`src/rtl/muldiv_pkg.sv`:
```
// muldiv_pkg: shared RV32M funct3 encodings, FSM states and iteration count
package muldiv_pkg;
  localparam int ITER = 32;
  localparam logic [2:0] F3_MUL    = 3'b000;
  localparam logic [2:0] F3_MULH   = 3'b001;
  localparam logic [2:0] F3_MULHSU = 3'b010;
  localparam logic [2:0] F3_MULHU  = 3'b011;
  localparam logic [2:0] F3_DIV    = 3'b100;
  localparam logic [2:0] F3_DIVU   = 3'b101;
  localparam logic [2:0] F3_REM    = 3'b110;
  localparam logic [2:0] F3_REMU   = 3'b111;
  typedef enum logic [1:0] {S_IDLE, S_RUN, S_DONE} state_t;
endpackage

```
`src/rtl/muldiv_step.sv`:
```
// muldiv_step: one radix-2 iteration, shift-add multiply or restoring shift-subtract divide
module muldiv_step #(
  parameter int W = 32
) (
  input  logic         i_div,
  input  logic [W-1:0] i_acc,
  input  logic [W-1:0] i_lo,
  input  logic [W-1:0] i_m,
  output logic [W-1:0] o_acc,
  output logic [W-1:0] o_lo
);
  logic [W:0] w_sum;
  logic [W:0] w_shl;
  logic       w_ge;
  assign w_sum = {1'b0, i_acc} + (i_lo[0] ? {1'b0, i_m} : '0);
  assign w_shl = {i_acc, i_lo[W-1]};
  assign w_ge  = w_shl >= {1'b0, i_m};
  // on a successful subtract the difference is below i_m, so the low W bits are exact
  always_comb begin
    o_acc = i_div ? (w_ge ? w_shl[W-1:0] - i_m : w_shl[W-1:0]) : w_sum[W:1];
    o_lo  = i_div ? {i_lo[W-2:0], w_ge} : {w_sum[0], i_lo[W-1:1]};
  end
endmodule

```
`src/rtl/muldiv_unit.sv`:
```
// muldiv_unit: iterative RV32M multiply/divide, fixed 32-step latency, register-file write-back
module muldiv_unit
  import muldiv_pkg::*;
#(
  parameter int XLEN = 32
) (
  input  logic            clk,
  input  logic            rst,
  input  logic            start,
  input  logic [2:0]      funct3,
  input  logic [XLEN-1:0] op_a,
  input  logic [XLEN-1:0] op_b,
  input  logic [4:0]      rd_in,
  output logic            busy,
  output logic            done,
  output logic [XLEN-1:0] result,
  output logic [4:0]      rd_out
);
  localparam int CW = $clog2(ITER);
  state_t            r_state, w_next;
  logic [CW-1:0]     r_cnt;
  logic [2:0]        r_f3;
  logic [4:0]        r_rd;
  logic [XLEN-1:0]   r_acc, r_lo, r_m, r_result;
  logic              r_neg, r_rneg;
  logic              w_sa, w_sb, w_accept, w_last;
  logic [XLEN-1:0]   w_abs_a, w_abs_b, w_acc, w_lo, w_q, w_r, w_res;
  logic [2*XLEN-1:0] w_prod;
  assign w_accept = r_state == S_IDLE && start;
  assign w_last   = r_state == S_RUN && r_cnt == CW'(ITER - 1);
  assign w_sa     = op_a[XLEN-1] & (funct3[2] ? ~funct3[0] : funct3[1:0] != 2'b11);
  assign w_sb     = op_b[XLEN-1] & (funct3[2] ? ~funct3[0] : ~funct3[1]);
  assign w_abs_a  = w_sa ? -op_a : op_a;
  assign w_abs_b  = w_sb ? -op_b : op_b;
  muldiv_step #(.W(XLEN)) u_step (
    .i_div (r_f3[2]),
    .i_acc (r_acc),
    .i_lo  (r_lo),
    .i_m   (r_m),
    .o_acc (w_acc),
    .o_lo  (w_lo)
  );
  // sign correction is applied to the final step output so the result lands on the last edge
  always_comb begin
    w_prod = r_neg ? -{w_acc, w_lo} : {w_acc, w_lo};
    w_q    = r_neg ? -w_lo : w_lo;
    w_r    = r_rneg ? -w_acc : w_acc;
    w_res  = r_f3[2] ? (r_f3[1] ? w_r : w_q)
                     : (r_f3[1:0] == 2'b00 ? w_prod[XLEN-1:0] : w_prod[2*XLEN-1:XLEN]);
  end
  always_comb begin
    w_next = r_state;
    w_next = r_state == S_IDLE ? (start ? S_RUN : S_IDLE)
           : r_state == S_RUN  ? (w_last ? S_DONE : S_RUN)
           : S_IDLE;
  end
  always_ff @(posedge clk) begin
    if (!rst) r_state <= S_IDLE;
    else      r_state <= w_next;
  end
  always_ff @(posedge clk) begin
    if (!rst) begin
      r_cnt    <= '0;
      r_result <= '0;
      r_rd     <= '0;
    end else if (w_accept) begin
      r_cnt  <= '0;
      r_f3   <= funct3;
      r_rd   <= rd_in;
      r_acc  <= '0;
      r_lo   <= funct3[2] ? w_abs_a : w_abs_b;
      r_m    <= funct3[2] ? w_abs_b : w_abs_a;
      // a zero divisor yields an all-ones quotient regardless of dividend sign
      r_neg  <= (w_sa ^ w_sb) & ~(funct3[2] && op_b == '0);
      r_rneg <= w_sa;
    end else if (r_state == S_RUN) begin
      r_acc <= w_acc;
      r_lo  <= w_lo;
      r_cnt <= r_cnt + 1'b1;
      if (w_last) r_result <= w_res;
    end
  end
  assign busy   = r_state != S_IDLE;
  assign done   = r_state == S_DONE;
  assign result = r_result;
  assign rd_out = r_rd;
endmodule
```
`config.mk`:
```
export PLATFORM = sky130hd
export DESIGN_NAME = muldiv_unit
export DESIGN_NICKNAME = d
export VERILOG_FILES = /design/src/rtl/muldiv_pkg.sv /design/src/rtl/muldiv_step.sv /design/src/rtl/muldiv_unit.sv
export SDC_FILE = /design/constraint.sdc
export NUM_CORES = 1
export LEC_CHECK = 0
export ABC_CLOCK_PERIOD_IN_PS = 9900
export BUFFER_PORTS_ARGS = -buffer_cell sky130_fd_sc_hd__buf_2
export CAP_MARGIN = 40
export CELL_PAD_IN_SITES_DETAIL_PLACEMENT = 1
export CELL_PAD_IN_SITES_GLOBAL_PLACEMENT = 1
export CORE_UTILIZATION = 35
export DETAILED_ROUTE_END_ITERATION = 8
export PLACE_DENSITY = 0.76
export SETUP_SLACK_MARGIN = 0.05
export SYNTH_ARGS = -nofsm -noshare
export SYNTH_HDL_FRONTEND = slang
export SYNTH_SLANG_ARGS = --single-unit
```
`constraint.sdc`:
```
create_clock -name clk -period 9.9 [get_ports clk]
set_input_delay 0.495 -clock clk [delete_from_list [all_inputs] [get_ports clk]]
set_output_delay 0.495 -clock clk [all_outputs]
set_load 0.03 [all_outputs]
```
### Word level (Yosys, flattened, before mapping)

Index checks and enable logic that the tools add are counted.

| word-level totals | value |
|---|---|
| bits in registers | 145 |
| bits of input ports | 75 |
| output and inout bits | 39 |
| logic and storage cells | 67 |

| cells by class | value |
|---|---|
| add/sub/neg operators | 8 |
| magnitude comparators | 1 |
| eq/ne operators | 4 |
| mux-type cells | 23 |
| bitwise gates (word level) | 9 |
| reductions and logical operators | 12 |

Operator list:

| kind | number |
|---|---|
| $mux 32 | 16 |
| $neg 32->32 | 4 |
| $mux 64 | 1 |
| $neg 64->64 | 1 |
| $add 32x33->33 | 1 |
| $ge 33x32->1 | 1 |
| $logic_not 32->1 | 1 |
| $sub 32x32->32 | 1 |
| $mux 2 | 3 |
| $add 5x1->5 const B | 1 |
| $eq 5x5->1 const B | 1 |
| $not 1->1 | 5 |
| $logic_not 2->1 | 2 |
| $reduce_and 2->1 | 2 |
| $reduce_bool 2->1 | 2 |
| $and 1x1->1 | 3 |
| $logic_and 1x1->1 | 3 |
| $mux 1 | 3 |
| $reduce_and 3->1 | 1 |
| $eq 2x1->1 const B | 1 |
| $eq 2x2->1 const B | 1 |
| $ne 2x2->1 const B | 1 |
| $reduce_or 2->1 | 1 |
| $xor 1x1->1 | 1 |

### Logic depth before layout (Yosys ltp)

Gate-level depths: netlist of the first run.

| logic depth | value |
|---|---|
| word-level depth | 7 |
| gate-level depth with buffers | 22 |
| mapped depth without buffers | 20 |

### Hierarchy

From an unflattened synthesis of the first run, not the netlist that was laid out.

| unflattened totals | value |
|---|---|
| cells, all modules | 1,778 |
| area, all modules | 14,528.9 um2 |

By module, submodules not included:

| module | instances | cells each | area an instance (um2) | seq. area each (um2) |
|---|---|---|---|---|
| muldiv_unit | 1 | 1,116 | 9,929.5 | 3,913.8 |
| muldiv_step | 1 | 662 | 4,599.4 | 0.0 |

### Worst setup path after synthesis of the first run

Ideal clock, no wire load.

| timing path | value |
|---|---|
| path kind | reg2reg |
| start | register r_lo[0] |
| end | register r_result[30], in the netlist result[30] |
| library setup time | 0.112 ns |
| arrival | 4.642 ns |
| data required time | 9.788 ns |
| setup slack | 5.146 ns |
| stages on the path, launching flop included | 19 |
| path buffers | 2 |
| clock period less this slack | 4.754 ns |
| cell sequence | edfxtp_1 -> clkbuf_1 -> and2_1 -> ha_1 -> inv_1 -> fa_1 -> nand2b_1 -> a21o_1 -> a211o_1 -> a2111oi_0 -> o21ai_0 -> or3b_2 -> o211ai_4 -> or4_1 -> buf_2 -> or3_1 -> o31ai_1 -> xor2_1 -> a2111oi_1 |

| on the way | value |
|---|---|
| cells in the longest elaborated chain, start to end | 7 |
| elaborated cells on any way between the ends | 13 |
| those cells by class | add/sub (4); mux (9) |

RTL lines:

| item | line | RTL |
|---|---|---|
| start, declared | muldiv_unit.sv:24 | `logic [XLEN-1:0] r_acc, r_lo, r_m, r_result;` |
| start signal, assigned | muldiv_unit.sv:71 | `r_lo <= funct3[2] ? w_abs_a : w_abs_b;` |
| start signal, assigned | muldiv_unit.sv:78 | `r_lo <= w_lo;` |
| $mux 32 | muldiv_step.sv:15 | `assign w_sum = {1'b0, i_acc} + (i_lo[0] ? {1'b0, i_m} : '0);` |
| $add 32x33->33 | muldiv_step.sv:15 |  |
| $mux 32, on equally long branches | muldiv_step.sv:21, muldiv_step.sv:20 |  |
| $neg 64->64 or $neg 32->32 (tied branches) | muldiv_unit.sv:45, muldiv_unit.sv:47 |  |
| $mux 64 or $mux 32 (tied branches) | muldiv_unit.sv:45, muldiv_unit.sv:47 |  |
| $mux 32, on equally long branches | muldiv_unit.sv:49, muldiv_unit.sv:48 |  |
| $mux 32 (*) | muldiv_unit.sv:48 | `w_res = r_f3[2] ? (r_f3[1] ? w_r : w_q)` |
| end signal, assigned | muldiv_unit.sv:80 | `if (w_last) r_result <= w_res;` |
| end, declared | muldiv_unit.sv:24 |  |

Every way passes the cells marked *; elsewhere a longest branch is shown, timed or not.
A chain may end at the register's enable or synchronous reset.

### Final worst setup path of the first run

| timing path | value |
|---|---|
| start | register r_m[9] |
| end | register r_result[30], in the netlist result[30] |

| on the way | value |
|---|---|
| cells in the longest elaborated chain, start to end | 7 |
| elaborated cells on any way between the ends | 16 |
| those cells by class | add/sub (5); order compare (1); mux (10) |

RTL lines:

| item | line | RTL |
|---|---|---|
| start, declared | muldiv_unit.sv:24 |  |
| start signal, assigned | muldiv_unit.sv:72 | `r_m <= funct3[2] ? w_abs_b : w_abs_a;` |
| $mux 32 (tied with other cells) | muldiv_step.sv:15 |  |
| $add 32x33->33 or $mux 32 (tied branches) | muldiv_step.sv:15, muldiv_step.sv:20 |  |
| $mux 32 | muldiv_step.sv:20 | `o_acc = i_div ? (w_ge ? w_shl[W-1:0] - i_m : w_shl[W-1:0]) : w_sum[W:1];` |
| $neg 64->64 or $neg 32->32 (tied branches) | muldiv_unit.sv:45, muldiv_unit.sv:47 |  |
| $mux 64 or $mux 32 (tied branches) | muldiv_unit.sv:45, muldiv_unit.sv:47 |  |
| $mux 32, on equally long branches | muldiv_unit.sv:49, muldiv_unit.sv:48 |  |
| $mux 32 (*) | muldiv_unit.sv:48 |  |

Marked as above.

==> results of run 1 <==
## per-stage QoR
stage / worst slack [ns] / instance area (um2)
after floorplan: 5.15 / 15800
after global placement: 3.99 / 16800
after detailed placement: 3.88 / 16900
after CTS: 3.84 / 17500
after global routing: 3.43 / 17500
final: 3.81 / 17500
## state kept, by name, summed over array words and instances (netlist names)
signal   count
r_acc       32
r_cnt        5
r_f3         3
r_lo        32
r_m         32
r_neg        1
r_rneg       1
r_state      2
rd_out       5
result      32
## layout by cell type, fill, tap and decap left out, drive strengths merged, types with 38 or more instances in the layout
| cell | count |
|---|---|
| edfxtp | 101 |
| buf | 142 |
| o21ai | 134 |
| nand2 | 226 |
| nand3 | 50 |
| nand4 | 38 |
| dfxtp | 44 |
| mux2i | 83 |
| inv | 84 |
| nor2 | 177 |
| a21oi | 176 |
| nor3 | 51 |
| and2 | 55 |
| xnor2 | 85 |
| xor2 | 69 |
| ha | 70 |
## worst max-delay path: stages (launching register included)
cell and delay [ns]:
sky130_fd_sc_hd__edfxtp_1 0.46, sky130_fd_sc_hd__inv_1 0.07, sky130_fd_sc_hd__ha_1 0.51, sky130_fd_sc_hd__nand4_4 0.16, sky130_fd_sc_hd__or2_1 0.29, sky130_fd_sc_hd__a2111oi_4 0.61
sky130_fd_sc_hd__o311a_4 0.40, sky130_fd_sc_hd__nor2_4 0.18, sky130_fd_sc_hd__a311oi_2 0.67, sky130_fd_sc_hd__ha_1 0.37, sky130_fd_sc_hd__nor3b_1 0.21, sky130_fd_sc_hd__a41oi_1 0.12
sky130_fd_sc_hd__nor4bb_1 0.34, sky130_fd_sc_hd__buf_4 0.22, sky130_fd_sc_hd__nand2_1 0.10, sky130_fd_sc_hd__or3_1 0.38, sky130_fd_sc_hd__o31ai_1 0.34, sky130_fd_sc_hd__xor2_1 0.11
sky130_fd_sc_hd__a2111oi_1 0.41
## kinds of logic after synthesis
family,Yosys count
fa+ha+maj,72
xor+xnor,154
mux,97
simple gates,743
flops,145
buf+inv,193
compound gates,615
## metal layers
| layer | track usage [%] | vias up |
|---|---|---|
| li1 | - | 7582 |
| met1 | 35.4 | 8151 |
| met2 | 45.9 | 576 |
| met3 | 4.26 | 149 |
| met4 | 13.6 | 0 |
| met5 | 0 | - |
## cell type report
cell class,count,area share (%)
inverters,77,1.65
clock inverters,13,0.913
well taps,592,4.22
multi-input cells,1681,63.5
clock buffers,19,2.59
diodes,1,0.0143
repair buffers,142,4.83
flip-flops and latches,145,22.3
## path summary, 6_finish.rpt
kind / from / to / slack (ns) / depth (start not counted)
worst min register to register: result[9]$_SDFFE_PN0P_ / result[9]$_SDFFE_PN0P_ / 0.44 / 2
worst max register to register: r_m[9]$_DFFE_PP_ / result[30]$_SDFFE_PN0P_ / 3.81 / 18
worst max-delay path: r_m[9]$_DFFE_PP_ / result[30]$_SDFFE_PN0P_ / 3.81 / 18
worst min-delay path: funct3[1] / r_f3[1]$_DFFE_PP_ / 0.26 / 1
## power by group
| part | switching [mW] | internal (mW) | total, mW |
|---|---|---|---|
| logic | 0.731 | 0.373 | 1.10 |
| registers | 0.0412 | 0.704 | 0.745 |
| clock network | 0.318 | 0.376 | 0.693 |
| total | 1.09 | 1.45 | 2.54 |
==> qor.json, run 1 <==
{
  "post_synth_and_or_nand_nor_area_fraction_pct": 23.1,
  "clock_pin_slew_reported_for_the_worst_setup_and_hold_paths_after_clock_tree_synthesis_ns": 0.07,
  "numCtsBuffers": 17,
  "synthMostInstantiatedCell": "sky130_fd_sc_hd__nand2_1",
  "detail_route.vias_per_cell": 6.16,
  "hpwl_mm": 51.5,
  "yosys-mux-area-fraction_pct": 6.26,
  "synthesis.area_um2": 15800,
  "antenna_found_initial": 3,
  "total_die_area_um2": 46100,
  "worst-endpoint-required_ns": 10.24,
  "ys_async_sr_fraction_pct": 0,
  "leakage_nw": 6.80,
  "synth_commonest_cells": "225 x sky130_fd_sc_hd__nand2_1, 176 x sky130_fd_sc_hd__nor2_1, 171 x sky130_fd_sc_hd__a21oi_1",
  "tightest_slew_margin_relative_to_the_limit_pct": 40.6,
  "synthCells": 2019,
  "resized_gates_after_cts": 0,
  "hold_viol_final": 0,
  "start_util_pct": 35.7,
  "number_of_enable_flip_flop_cells_after_synthesis": 101,
  "drive_above_1_share_pct": 11.5,
  "setup_tns_ns": 0,
  "max_slew.worst_pin.slew_ns": 0.892,
  "timing.fmax_mhz": 164,
  "worst_skew_pair.late_latency_ns": 0.46,
  "drv_cap": 0,
  "startpoint_type_of_the_worst_setup_path": "flop",
  "synth_area_leader_cell": "sky130_fd_sc_hd__edfxtp_1",
  "number_of_drc_violations_after_detailed_routing_iteration_0": 1359,
  "period_minus_slack_ns": 6.09,
  "cp-end-kind": "flop",
  "post_synthesis_net_count": 2166,
  "post-route-period-util_pct": 61.5,
  "total_global_routing_track_utilization_pct": 27.8,
  "synth_xor_area_share_pct": 8.51,
  "fraction_of_the_mapped_netlist_area_in_compound_gates_pct": 26.5,
  "post-cts-setup-buffers": 0,
  "peakVddDrop_uv": 97.7,
  "worst_skew_ns": 0.0109,
  "synth_adder_area_share_pct": 5.78,
  "grt_pass1_vias": 16628,
  "wl_met3_mm": 3.68,
  "finish.cell_count_without_fillers": 2670,
  "drv_slew": 0,
  "port_buffers": 113,
  "overflow": 0,
  "cts-root-buf": "sky130_fd_sc_hd__clkbuf_16",
  "synth_seq_cells": 145,
  "grt_first_pass_wirelength_mm": 99.0,
  "setup.worst_path.class": "reg2reg",
  "layout.area.seq_um2": 3910,
  "total_length_of_routed_wires_mm": 65.2,
  "setup_viol": 0,
  "pin_count_of_the_biggest_net_entering_global_routing": 133,
  "synth-seq-area-share_pct": 24.7,
  "floorplan.rows": 77,
  "drc_errors": 0,
  "rsz0062_at_grt": "no",
  "hold_path.class": "in2reg",
  "via_count": 16458,
  "dr.pass1.iters": 5,
  "avgSynthCellArea_um2": 7.85,
  "synthToLayoutAreaGrowth_pct": 10.7,
  "numPlacedInstances": 2636,
  "finish.utilization_pct": 39.5,
  "routed.top_layer": "met4",
  "multi_input_comb_area_um2": 11100,
  "worstPathArrival_ns": 6.43,
  "netlist.area_leader.share_pct": 19.1,
  "place_congestion": 0.986,
  "yosys.cell_types.count": 102,
  "met1Wirelength_mm": 28.0,
  "synthesis.yosys.warnings": 0,
  "coreArea_um2": 44400,
  "ctsHoldBuffers": 0,
  "synth_top_family_by_area": "compound AO/OA/AOI/OAI gates",
  "final_nets": 2211,
  "num_io_pins": 114,
  "outcome": "finished, final reports clean",
  "clkSinkCount": 145,
  "synth-main-ff-cell": "sky130_fd_sc_hd__edfxtp_1",
  "die_h_um": 215,
  "wl_met2_mm": 30.4,
  "route.detailed.wl_per_inst_um": 24.4,
  "hold-worst-slack_ns": 0.264,
  "cts_buffer_depth": 2,
  "design_power_total_mw": 2.54,
  "crit_path_max_fanout": 18,
  "filler_cell_count": 5357,
  "die-width_um": 215,
  "ctsHtreeMaxLevel": 4,
  "power_per_cell_area_nw_per_um2": 145,
  "count_of_antenna_violating_nets_left_after_detailed_routing": 0,
  "post_synth_main_area_contributors": "sky130_fd_sc_hd__edfxtp_1 19%, sky130_fd_sc_hd__dfxtp_1 5.6%, sky130_fd_sc_hd__ha_1 5.5%",
  "tritoncts": "done"
}
Note: power is estimated with default switching activity, not from simulation.
==> inputs of run 2 (changes only) <==
- ABC_CLOCK_PERIOD_IN_PS: 9900 -> 5100
- PLACE_DENSITY: 0.76 -> 0.79
- clock period: 9.9 -> 5.1 ns (I/O delays scaled with it)
==> qor.json, run 2 (synthesized netlist as in run 1, its figures left out) <==
{
  "ctsHtreeMaxLevel": {"value": 4, "change": "unchanged"},
  "worst-endpoint-required": {"value": 5.43, "unit": "ns", "change": "was 10.24 ns"},
  "hpwl": {"value": 56.2, "unit": "mm", "change": "was 51.5 mm"},
  "power_per_cell_area": {"value": 277, "unit": "nW/um2", "change": "was 145 nW/um2"},
  "grt_first_pass_wirelength": {"value": 106, "unit": "mm", "change": "was 99.0 mm"},
  "die-width": {"value": 215, "unit": "um", "change": "unchanged"},
  "numCtsBuffers": {"value": 17, "change": "unchanged"},
  "cts-root-buf": {"value": "sky130_fd_sc_hd__clkbuf_16", "change": "unchanged"},
  "die_h": {"value": 215, "unit": "um", "change": "unchanged"},
  "drv_cap": {"value": 0, "change": "unchanged"},
  "pin_count_of_the_biggest_net_entering_global_routing": {"value": 60, "change": "was 133"},
  "period_minus_slack": {"value": 4.93, "unit": "ns", "change": "was 6.09 ns"},
  "crit_path_max_fanout": {"value": 5, "change": "was 18"},
  "setup.worst_path.class": {"value": "reg2reg", "change": "unchanged"},
  "routed.top_layer": {"value": "met4", "change": "unchanged"},
  "total_global_routing_track_utilization": {"value": 29.7, "unit": "%", "change": "was 27.8%"},
  "number_of_drc_violations_after_detailed_routing_iteration_0": {"value": 1704, "change": "was 1359"},
  "post-route-period-util": {"value": 96.6, "unit": "%", "change": "was 61.5%"},
  "power.switching": {"value": 2.26, "unit": "mW", "change": "was 1.09 mW"},
  "worst_skew_pair.late_latency": {"value": 0.46, "unit": "ns", "change": "about the same"},
  "worst_skew": {"value": 0.0186, "unit": "ns", "change": "was 0.0109 ns"},
  "multi_input_comb_area": {"value": 11400, "unit": "um2", "change": "was 11100 um2"},
  "setup.reg_to_reg.worst_slack": {"value": 0.17, "unit": "ns", "change": "was 3.81 ns"},
  "worstRegToRegCells": {"value": 17, "change": "was 18"},
  "drive_above_1_share": {"value": 18.3, "unit": "%", "change": "was 11.5%"},
  "power.share.clock": {"value": 24.7, "unit": "%", "change": "was 27.3%"},
  "most_common_library_cell_in_the_layout_ignoring_fill_and_taps": {"value": "sky130_fd_sc_hd__nand2_1", "change": "unchanged"},
  "ant_diodes": {"value": 0, "change": "was 1"},
  "drc_errors": {"value": 0, "change": "unchanged"},
  "critical_path.cell_chain": {"value": "inv_1 -> ha_1 -> inv_1 -> fa_1 -> a21oi_1 -> o211a_1 -> o32ai_1 -> or3_1 -> o2111ai_1 -> o221ai_1 -> o21bai_1 -> or4_1 -> buf_4 -> buf_4 -> or4_1 -> o31ai_1 -> o32ai_1", "change": "was inv_1 -> ha_1 -> nand4_4 -> or2_1 -> a2111oi_4 -> o311a_4 -> nor2_4 -> a311oi_2 -> ha_1 -> nor3b_1 -> a41oi_1 -> nor4bb_1 -> buf_4 -> nand2_1 -> or3_1 -> o31ai_1 -> xor2_1 -> a2111oi_1"},
  "worstReg2RegStart": {"value": "r_lo[31]$_DFFE_PP_", "change": "was r_m[9]$_DFFE_PP_"},
  "rr_endpoint": {"value": "result[28]$_SDFFE_PN0P_", "change": "was result[30]$_SDFFE_PN0P_"},
  "startpoint_type_of_the_worst_setup_path": {"value": "flop", "change": "unchanged"},
  "cellInternalPower": {"value": 2.93, "unit": "mW", "change": "was 1.45 mW"},
  "most-common-layout-cells": {"value": "224 x sky130_fd_sc_hd__nand2_1, 175 x sky130_fd_sc_hd__nor2_1, 169 x sky130_fd_sc_hd__a21oi_1", "change": "was 224 x sky130_fd_sc_hd__nand2_1, 175 x sky130_fd_sc_hd__nor2_1, 171 x sky130_fd_sc_hd__a21oi_1"},
  "synthToLayoutAreaGrowth": {"value": 18.2, "unit": "%", "change": "was 10.7%"},
  "clock_pin_slew_reported_for_the_worst_setup_and_hold_paths_after_clock_tree_synthesis": {"value": 0.08, "unit": "ns", "change": "was 0.07 ns"},
  "timing.fmax": {"value": 203, "unit": "MHz", "change": "was 164 MHz"},
  "max_slew.worst_pin.slew": {"value": 0.888, "unit": "ns", "change": "was 0.892 ns"},
  "place_worst_setup_slack": {"value": 0.0710, "unit": "ns", "change": "was 3.88 ns"},
  "total_length_of_routed_wires": {"value": 70.2, "unit": "mm", "change": "was 65.2 mm"},
  "met1Wirelength": {"value": 30.0, "unit": "mm", "change": "was 28.0 mm"},
  "critPathTopFamily": {"value": "compound AO/OA/AOI/OAI gates", "change": "unchanged"},
  "dr.pass1.iters": {"value": 6, "change": "was 5"},
  "antenna_found_initial": {"value": 2, "change": "was 3"},
  "overflow": {"value": 0, "change": "unchanged"},
  "total_die_area": {"value": 46100, "unit": "um2", "change": "unchanged"},
  "clkSinkCount": {"value": 145, "change": "unchanged"},
  "hold_viol_final": {"value": 0, "change": "unchanged"},
  "start_util": {"value": 35.7, "unit": "%", "change": "unchanged"},
  "hold_path.class": {"value": "in2reg", "change": "unchanged"},
  "filler_cell_count": {"value": 5491, "change": "was 5357"},
  "timing.critical_path.buf_inv": {"value": 4, "change": "was 2"},
  "comb_power_share": {"value": 47.3, "unit": "%", "change": "was 43.4%"},
  "tritoncts": {"value": "done", "change": "unchanged"},
  "count_of_antenna_violating_nets_left_after_detailed_routing": {"value": 0, "change": "unchanged"},
  "layout.area.seq": {"value": 3910, "unit": "um2", "change": "unchanged"},
  "peakVddDrop": {"value": 284, "unit": "uV", "change": "was 97.7 uV"},
  "worstPathArrival": {"value": 5.26, "unit": "ns", "change": "was 6.43 ns"},
  "drv_slew": {"value": 0, "change": "unchanged"},
  "hold_path_depth": {"value": 1, "change": "unchanged"},
  "route.detailed.wl_per_inst": {"value": 25.1, "unit": "um", "change": "was 24.4 um"},
  "cp-end-kind": {"value": "flop", "change": "unchanged"},
  "hp-start": {"value": "funct3[0]", "change": "was funct3[1]"},
  "master_of_the_slowest_instance_on_the_critical_path": {"value": "sky130_fd_sc_hd__or4_1", "change": "was sky130_fd_sc_hd__a311oi_2"},
  "floorplan.rows": {"value": 77, "change": "unchanged"},
  "wl_met2": {"value": 32.4, "unit": "mm", "change": "was 30.4 mm"},
  "tightest_slew_margin_relative_to_the_limit": {"value": 40.6, "unit": "%", "change": "about the same"},
  "leakage": {"value": 7.42, "unit": "nW", "change": "was 6.80 nW"},
  "via_count": {"value": 17227, "change": "was 16458"},
  "setup_tns": {"value": 0, "unit": "ns", "change": "unchanged"},
  "ctsHoldBuffers": {"value": 0, "change": "unchanged"},
  "place_congestion": {"value": 1.02, "change": "was 0.986"},
  "netSwitchingFraction": {"value": 43.5, "unit": "%", "change": "was 42.9%"},
  "cts_buffer_depth": {"value": 2, "change": "unchanged"},
  "worst_hold_path.endpoint": {"value": "r_f3[0]$_DFFE_PP_", "change": "was r_f3[1]$_DFFE_PP_"},
  "setup_viol": {"value": 0, "change": "unchanged"},
  "seq_power_share": {"value": 28.0, "unit": "%", "change": "was 29.3%"},
  "detail_route.vias_per_cell": {"value": 6.15, "change": "was 6.16"},
  "port_buffers": {"value": 113, "change": "unchanged"},
  "coreArea": {"value": 44400, "unit": "um2", "change": "unchanged"},
  "num_io_pins": {"value": 114, "change": "unchanged"},
  "grt_pass1_vias": {"value": 17385, "change": "was 16628"},
  "post-route-worst-setup-slack": {"value": 0.173, "unit": "ns", "change": "was 3.81 ns"},
  "wl_met3": {"value": 4.71, "unit": "mm", "change": "was 3.68 mm"},
  "max_stage_delay": {"value": 0.56, "unit": "ns", "change": "was 0.67 ns"},
  "outcome": {"value": "finished, final reports clean", "change": "unchanged"},
  "final_nets": {"value": 2342, "change": "was 2211"}
}
[run 2: changes by cell type in the layout (fill, tap and decap cells not counted), moves of 3 or more]
cell / before / now
sky130_fd_sc_hd__buf_4: 21 / 151
sky130_fd_sc_hd__ha_1: 70 / 55
sky130_fd_sc_hd__ha_2: 0 / 8
sky130_fd_sc_hd__ha_4: 0 / 7
sky130_fd_sc_hd__buf_12: 2 / 6
sky130_fd_sc_hd__o21ai_0: 126 / 123
sky130_fd_sc_hd__o21ai_1: 8 / 11
sky130_fd_sc_hd__o31ai_1: 36 / 33
sky130_fd_sc_hd__o31ai_2: 0 / 3
[run 2: layout make-up]
type,instances,share of cell area [%]
Inverter,77,1.54
Sequential cell,145,20.9
Tap cell,592,3.96
Timing Repair Buffer,273,9.85
Clock inverter,15,0.802
Clock buffer,17,2.27
Multi-Input combinational cell,1681,60.7
[run 2: worst reg2reg max path, cell delays in order, from the launching register on]
cell and delay (ns):
sky130_fd_sc_hd__edfxtp_1 0.40, sky130_fd_sc_hd__inv_1 0.15, sky130_fd_sc_hd__ha_1 0.21, sky130_fd_sc_hd__inv_1 0.06, sky130_fd_sc_hd__fa_1 0.45, sky130_fd_sc_hd__a21oi_1 0.23
sky130_fd_sc_hd__o211a_1 0.31, sky130_fd_sc_hd__o32ai_1 0.18, sky130_fd_sc_hd__or3_1 0.39, sky130_fd_sc_hd__o2111ai_1 0.15, sky130_fd_sc_hd__o221ai_1 0.22, sky130_fd_sc_hd__o21bai_1 0.23
sky130_fd_sc_hd__or4_1 0.54, sky130_fd_sc_hd__buf_4 0.18, sky130_fd_sc_hd__buf_4 0.15, sky130_fd_sc_hd__or4_1 0.57, sky130_fd_sc_hd__o31ai_1 0.26, sky130_fd_sc_hd__o32ai_1 0.13
[run 2: power by group through the flow]
| stage | sequential, mW | combinational [mW] | clock [mW] |
|---|---|---|---|
| after CTS | 1.45 | 2.35 | 1.28 |
| after global placement | 1.47 | 2.27 | 0 |
| after global routing | 1.46 | 2.60 | 1.32 |
| after detailed placement | 1.47 | 2.33 | 0 |
| final | 1.45 | 2.46 | 1.28 |
| after floorplan | 1.43 | 1.43 | 0 |
[run 2: layer usage]
| metal | vias up | global-route usage [%] |
|---|---|---|
| li1 | 7840 | - |
| met1 | 8539 | 38.7 |
| met2 | 699 | 48.9 |
| met3 | 149 | 4.19 |
| met4 | 0 | 13.0 |
| met5 | - | 0 |
[run 2: worst max-delay path by stage]
stage                           start                 endpoint  slack [ns]  cells after the start
6_report           r_lo[31]$_DFFE_PP_  result[28]$_SDFFE_PN0P_        0.17                     17
5_1_grt             r_lo[0]$_DFFE_PP_  result[28]$_SDFFE_PN0P_      -0.006                     18
4_1_cts             r_lo[0]$_DFFE_PP_  result[27]$_SDFFE_PN0P_        0.06                     17
3_3_place_gp   r_acc[2]$_SDFFCE_PP0P_  result[29]$_SDFFE_PN0P_        0.04                     13
2_1_floorplan       r_lo[0]$_DFFE_PP_  result[30]$_SDFFE_PN0P_        0.35                     18
3_5_place_dp        r_lo[0]$_DFFE_PP_  result[28]$_SDFFE_PN0P_        0.07                     16
[run 2: through the flow]
| step | instance area (um2) | std cells | hold slack, ns | total power [mW] | util, % |
|---|---|---|---|---|---|
| 2_1_floorplan | 15800 | 2019 | 0.354 | 2.87 | - |
| 3_3_place_gp | 17800 | 2753 | 0.430 | 3.74 | 40.0 |
| 3_5_place_dp | 17800 | 2757 | 0.434 | 3.80 | 40.1 |
| 4_1_cts | 18400 | 2789 | 0.0121 | 5.08 | 41.4 |
| 5_1_grt | 18700 | 2800 | 0.0364 | 5.38 | 42.2 |
| 6_report | 18700 | 2800 | 0.0283 | 5.19 | 42.2 |
[run 2: what timing repair did]
action                     in CTS  in global routing
setup endpoints to repair       0                 18
gates resized for setup         0                 52
buffers inserted                0                 11
==> inputs of run 3 (changes only) <==
- ABC_AREA: default -> 1
- PLACE_DENSITY: 0.79 -> 0.83
==> qor.json, run 3 <==
{
  "synth-seq-area-share": {"value": 21.5, "unit": "%", "change": "was 24.7%"},
  "avgSynthCellArea": {"value": 5.81, "unit": "um2", "change": "was 7.85 um2"},
  "peakVddDrop": {"value": 209, "unit": "uV", "change": "was 284 uV"},
  "place_congestion": {"value": 0.989, "change": "was 1.02"},
  "number_of_drc_violations_after_detailed_routing_iteration_0": {"value": 1733, "change": "was 1704"},
  "post_synth_main_area_contributors": {"value": "sky130_fd_sc_hd__nand2_1 21%, sky130_fd_sc_hd__edfxtp_1 17%, sky130_fd_sc_hd__inv_1 10%", "change": "was sky130_fd_sc_hd__edfxtp_1 19%, sky130_fd_sc_hd__dfxtp_1 5.6%, sky130_fd_sc_hd__ha_1 5.5%"},
  "max_slew.worst_pin.slew": {"value": 0.921, "unit": "ns", "change": "was 0.888 ns"},
  "die_h": {"value": 230, "unit": "um", "change": "was 215 um"},
  "power_per_cell_area": {"value": 285, "unit": "nW/um2", "change": "was 277 nW/um2"},
  "via_count": {"value": 20910, "change": "was 17227"},
  "cts-root-buf": {"value": "sky130_fd_sc_hd__clkbuf_16", "change": "unchanged"},
  "pin_count_of_the_biggest_net_entering_global_routing": {"value": 145, "change": "was 60"},
  "clkSinkCount": {"value": 145, "change": "unchanged"},
  "timing.fmax": {"value": 221, "unit": "MHz", "change": "was 203 MHz"},
  "tightest_slew_margin_relative_to_the_limit": {"value": 37.9, "unit": "%", "change": "was 40.6%"},
  "worst-endpoint-required": {"value": 5.47, "unit": "ns", "change": "was 5.43 ns"},
  "synth_seq_cells": {"value": 145, "change": "unchanged"},
  "most_common_library_cell_in_the_layout_ignoring_fill_and_taps": {"value": "sky130_fd_sc_hd__nand2_1", "change": "unchanged"},
  "worst_skew_pair.late_latency": {"value": 0.48, "unit": "ns", "change": "was 0.46 ns"},
  "netlist.area_leader.share": {"value": 21.3, "unit": "%", "change": "was 19.1%"},
  "antenna_found_initial": {"value": 4, "change": "was 2"},
  "startpoint_type_of_the_worst_setup_path": {"value": "flop", "change": "unchanged"},
  "post-route-period-util": {"value": 88.7, "unit": "%", "change": "was 96.6%"},
  "hold_viol_final": {"value": 0, "change": "unchanged"},
  "clock_pin_slew_reported_for_the_worst_setup_and_hold_paths_after_clock_tree_synthesis": {"value": 0.07, "unit": "ns", "change": "was 0.08 ns"},
  "place_worst_setup_slack": {"value": 0.709, "unit": "ns", "change": "was 0.0710 ns"},
  "coreArea": {"value": 51300, "unit": "um2", "change": "was 44400 um2"},
  "synthesis.area": {"value": 18200, "unit": "um2", "change": "was 15800 um2"},
  "overflow": {"value": 0, "change": "unchanged"},
  "tritoncts": {"value": "done", "change": "unchanged"},
  "timing.critical_path.buf_inv": {"value": 5, "change": "was 4"},
  "master_of_the_slowest_instance_on_the_critical_path": {"value": "sky130_fd_sc_hd__edfxtp_1", "change": "was sky130_fd_sc_hd__or4_1"},
  "route.detailed.wl_per_inst": {"value": 19.9, "unit": "um", "change": "was 25.1 um"},
  "cp-end-kind": {"value": "flop", "change": "unchanged"},
  "start_util": {"value": 35.4, "unit": "%", "change": "was 35.7%"},
  "synthCells": {"value": 3128, "change": "was 2019"},
  "ctsHtreeMaxLevel": {"value": 4, "change": "unchanged"},
  "setup.worst_path.class": {"value": "reg2reg", "change": "unchanged"},
  "post-cts-setup-buffers": {"value": 0, "change": "unchanged"},
  "dpl_cell_area": {"value": 19400, "unit": "um2", "change": "was 17800 um2"},
  "worst_skew": {"value": 0.0154, "unit": "ns", "change": "was 0.0186 ns"},
  "drc_errors": {"value": 0, "change": "unchanged"},
  "synthToLayoutAreaGrowth": {"value": 10.3, "unit": "%", "change": "was 18.2%"},
  "ys_async_sr_fraction": {"value": 0, "unit": "%", "change": "unchanged"},
  "setup_tns": {"value": 0, "unit": "ns", "change": "unchanged"},
  "cts_buffer_depth": {"value": 2, "change": "unchanged"},
  "drv_cap": {"value": 0, "change": "unchanged"},
  "hold_path.class": {"value": "in2reg", "change": "unchanged"},
  "synth_area_leader_cell": {"value": "sky130_fd_sc_hd__nand2_1", "change": "was sky130_fd_sc_hd__edfxtp_1"},
  "finalInstanceArea": {"value": 20000, "unit": "um2", "change": "was 18700 um2"},
  "outcome": {"value": "finished, final reports clean", "change": "unchanged"},
  "total_die_area": {"value": 52800, "unit": "um2", "change": "was 46100 um2"},
  "number_of_enable_flip_flop_cells_after_synthesis": {"value": 101, "change": "unchanged"},
  "dr.pass1.iters": {"value": 5, "change": "was 6"},
  "num_io_pins": {"value": 114, "change": "unchanged"},
  "yosys.cell_types.count": {"value": 55, "change": "was 102"},
  "setup_viol": {"value": 0, "change": "unchanged"},
  "rsz0062_at_grt": "no",
  "final_nets": {"value": 3343, "change": "was 2342"},
  "max_stage_delay": {"value": 0.48, "unit": "ns", "change": "was 0.56 ns"},
  "grt_pass1_vias": {"value": 21290, "change": "was 17385"},
  "period_minus_slack": {"value": 4.52, "unit": "ns", "change": "was 4.93 ns"},
  "synth_commonest_cells": {"value": "1029 x sky130_fd_sc_hd__nand2_1, 504 x sky130_fd_sc_hd__inv_1, 285 x sky130_fd_sc_hd__nor2_1", "change": "was 225 x sky130_fd_sc_hd__nand2_1, 176 x sky130_fd_sc_hd__nor2_1, 171 x sky130_fd_sc_hd__a21oi_1"},
  "most-common-layout-cells": {"value": "1028 x sky130_fd_sc_hd__nand2_1, 504 x sky130_fd_sc_hd__inv_1, 284 x sky130_fd_sc_hd__nor2_1", "change": "was 224 x sky130_fd_sc_hd__nand2_1, 175 x sky130_fd_sc_hd__nor2_1, 169 x sky130_fd_sc_hd__a21oi_1"},
  "post_synthesis_net_count": {"value": 3275, "change": "was 2166"},
  "total_global_routing_track_utilization": {"value": 29.4, "unit": "%", "change": "was 29.7%"},
  "drive_above_1_share": {"value": 9.91, "unit": "%", "change": "was 18.3%"},
  "grt_first_pass_wirelength": {"value": 120, "unit": "mm", "change": "was 106 mm"},
  "crit_path_max_fanout": {"value": 11, "change": "was 5"},
  "total_length_of_routed_wires": {"value": 77.5, "unit": "mm", "change": "was 70.2 mm"},
  "leakage": {"value": 10.6, "unit": "nW", "change": "was 7.42 nW"},
  "worstPathArrival": {"value": 4.89, "unit": "ns", "change": "was 5.26 ns"},
  "drv_slew": {"value": 0, "change": "unchanged"},
  "synthesis.yosys.warnings": {"value": 0, "change": "unchanged"},
  "port_buffers": {"value": 113, "change": "unchanged"},
  "numCtsBuffers": {"value": 17, "change": "unchanged"},
  "detail_route.vias_per_cell": {"value": 5.38, "change": "was 6.15"},
  "hpwl": {"value": 62.1, "unit": "mm", "change": "was 56.2 mm"},
  "floorplan.rows": {"value": 83, "change": "was 77"},
  "count_of_antenna_violating_nets_left_after_detailed_routing": {"value": 0, "change": "unchanged"},
  "synth-main-ff-cell": {"value": "sky130_fd_sc_hd__edfxtp_1", "change": "unchanged"},
  "synthMostInstantiatedCell": {"value": "sky130_fd_sc_hd__nand2_1", "change": "unchanged"},
  "die-width": {"value": 230, "unit": "um", "change": "was 215 um"},
  "post-route-worst-setup-slack": {"value": 0.576, "unit": "ns", "change": "was 0.173 ns"},
  "path_common_cell": "sky130_fd_sc_hd__nand2_1",
  "critPathTopFamily": {"value": "simple AND/OR/NAND/NOR gates", "change": "was compound AO/OA/AOI/OAI gates"}
}
-- run 3: cell count changes after synthesis, sizes merged, moves of 29 or more --
| cell | before | now |
|---|---|---|
| a21o | 29 | 0 |
| a21oi | 176 | 109 |
| and2 | 55 | 5 |
| inv | 77 | 520 |
| mux2i | 83 | 0 |
| nand2 | 226 | 1069 |
| nand3 | 50 | 283 |
| nor2 | 177 | 313 |
| o21ai | 134 | 213 |
| o31ai | 36 | 3 |
| xnor2 | 85 | 25 |
-- run 3: worst register-to-register path: cells and delay by family, from the launching register on --
kind	cells	cell delay [ns]
buf+inv	5	0.35
flops	1	0.48
fa+ha+maj	2	0.56
compound gates	2	0.34
simple gates	23	2.69
-- run 3: per-stage QoR --
step / utilization, % / hold WS (ns) / cells / total power [mW]
floorplan: - / 0.354 / 3128 / 3.34
global placement: 37.7 / 0.447 / 3849 / 4.21
detailed placement: 37.8 / 0.453 / 3851 / 4.27
CTS: 39.1 / 0.00142 / 3889 / 5.66
global route: 39.1 / 0.0103 / 3889 / 6.03
finish: 39.1 / 0.0200 / 3890 / 5.72
-- run 3: layout make-up --
type	count	area, um2
fill	7160	31300
multi-input combinational	2357	11800
sequential	145	3910
inverter	526	1970
timing repair buffer	149	896
tap	680	851
clock buffer	21	450
clock inverter	11	155
antenna	1	2.50
-- run 3: timing repair --
item                                   in CTS  in global routing
endpoints found under the hold margin       6                  0
hold buffers                                6                  0
resized for setup                           0                  0
-- run 3: metal layers --
metal / track usage [%] / routed length (um) / up-vias
met5: 0 / 0 / -
met4: 17.5 / 4840 / 0
met3: 4.13 / 4790 / 213
met2: 48.3 / 35300 / 790
met1: 36.5 / 32500 / 9921
li1: - / - / 9986
-- run 3: logic make-up (layout without fill, tap and decap cells) --
logic type	Yosys count	after routing	synth area share (%)
buf+inv	626	707	13.6
simple gates	1770	1770	41.7
other cells	0	1	0
flops	145	145	21.5
xor+xnor	121	121	5.83
fa+ha+maj	72	72	5.04
compound gates	394	394	12.3
-- run 3: worst paths after layout --
path | to | slack (ns) | start | cells past startpoint
worst min register to register | result[1]$_SDFFE_PN0P_ | 0.47 | result[1]$_SDFFE_PN0P_ | 2
worst min-delay path | r_f3[0]$_DFFE_PP_ | 0.02 | funct3[0] | 1
worst max register to register | result[28]$_SDFFE_PN0P_ | 0.58 | r_acc[3]$_SDFFCE_PP0P_ | 32
worst max-delay path | result[28]$_SDFFE_PN0P_ | 0.58 | r_acc[3]$_SDFFCE_PP0P_ | 32
-- run 3: power by group --
| part | total [mW] | internal [mW] | switching [mW] |
|---|---|---|---|
| clock | 1.37 | 0.787 | 0.587 |
| combinational | 2.88 | 0.804 | 2.08 |
| sequential | 1.46 | 1.39 | 0.0710 |
| total | 5.72 | 2.98 | 2.73 |
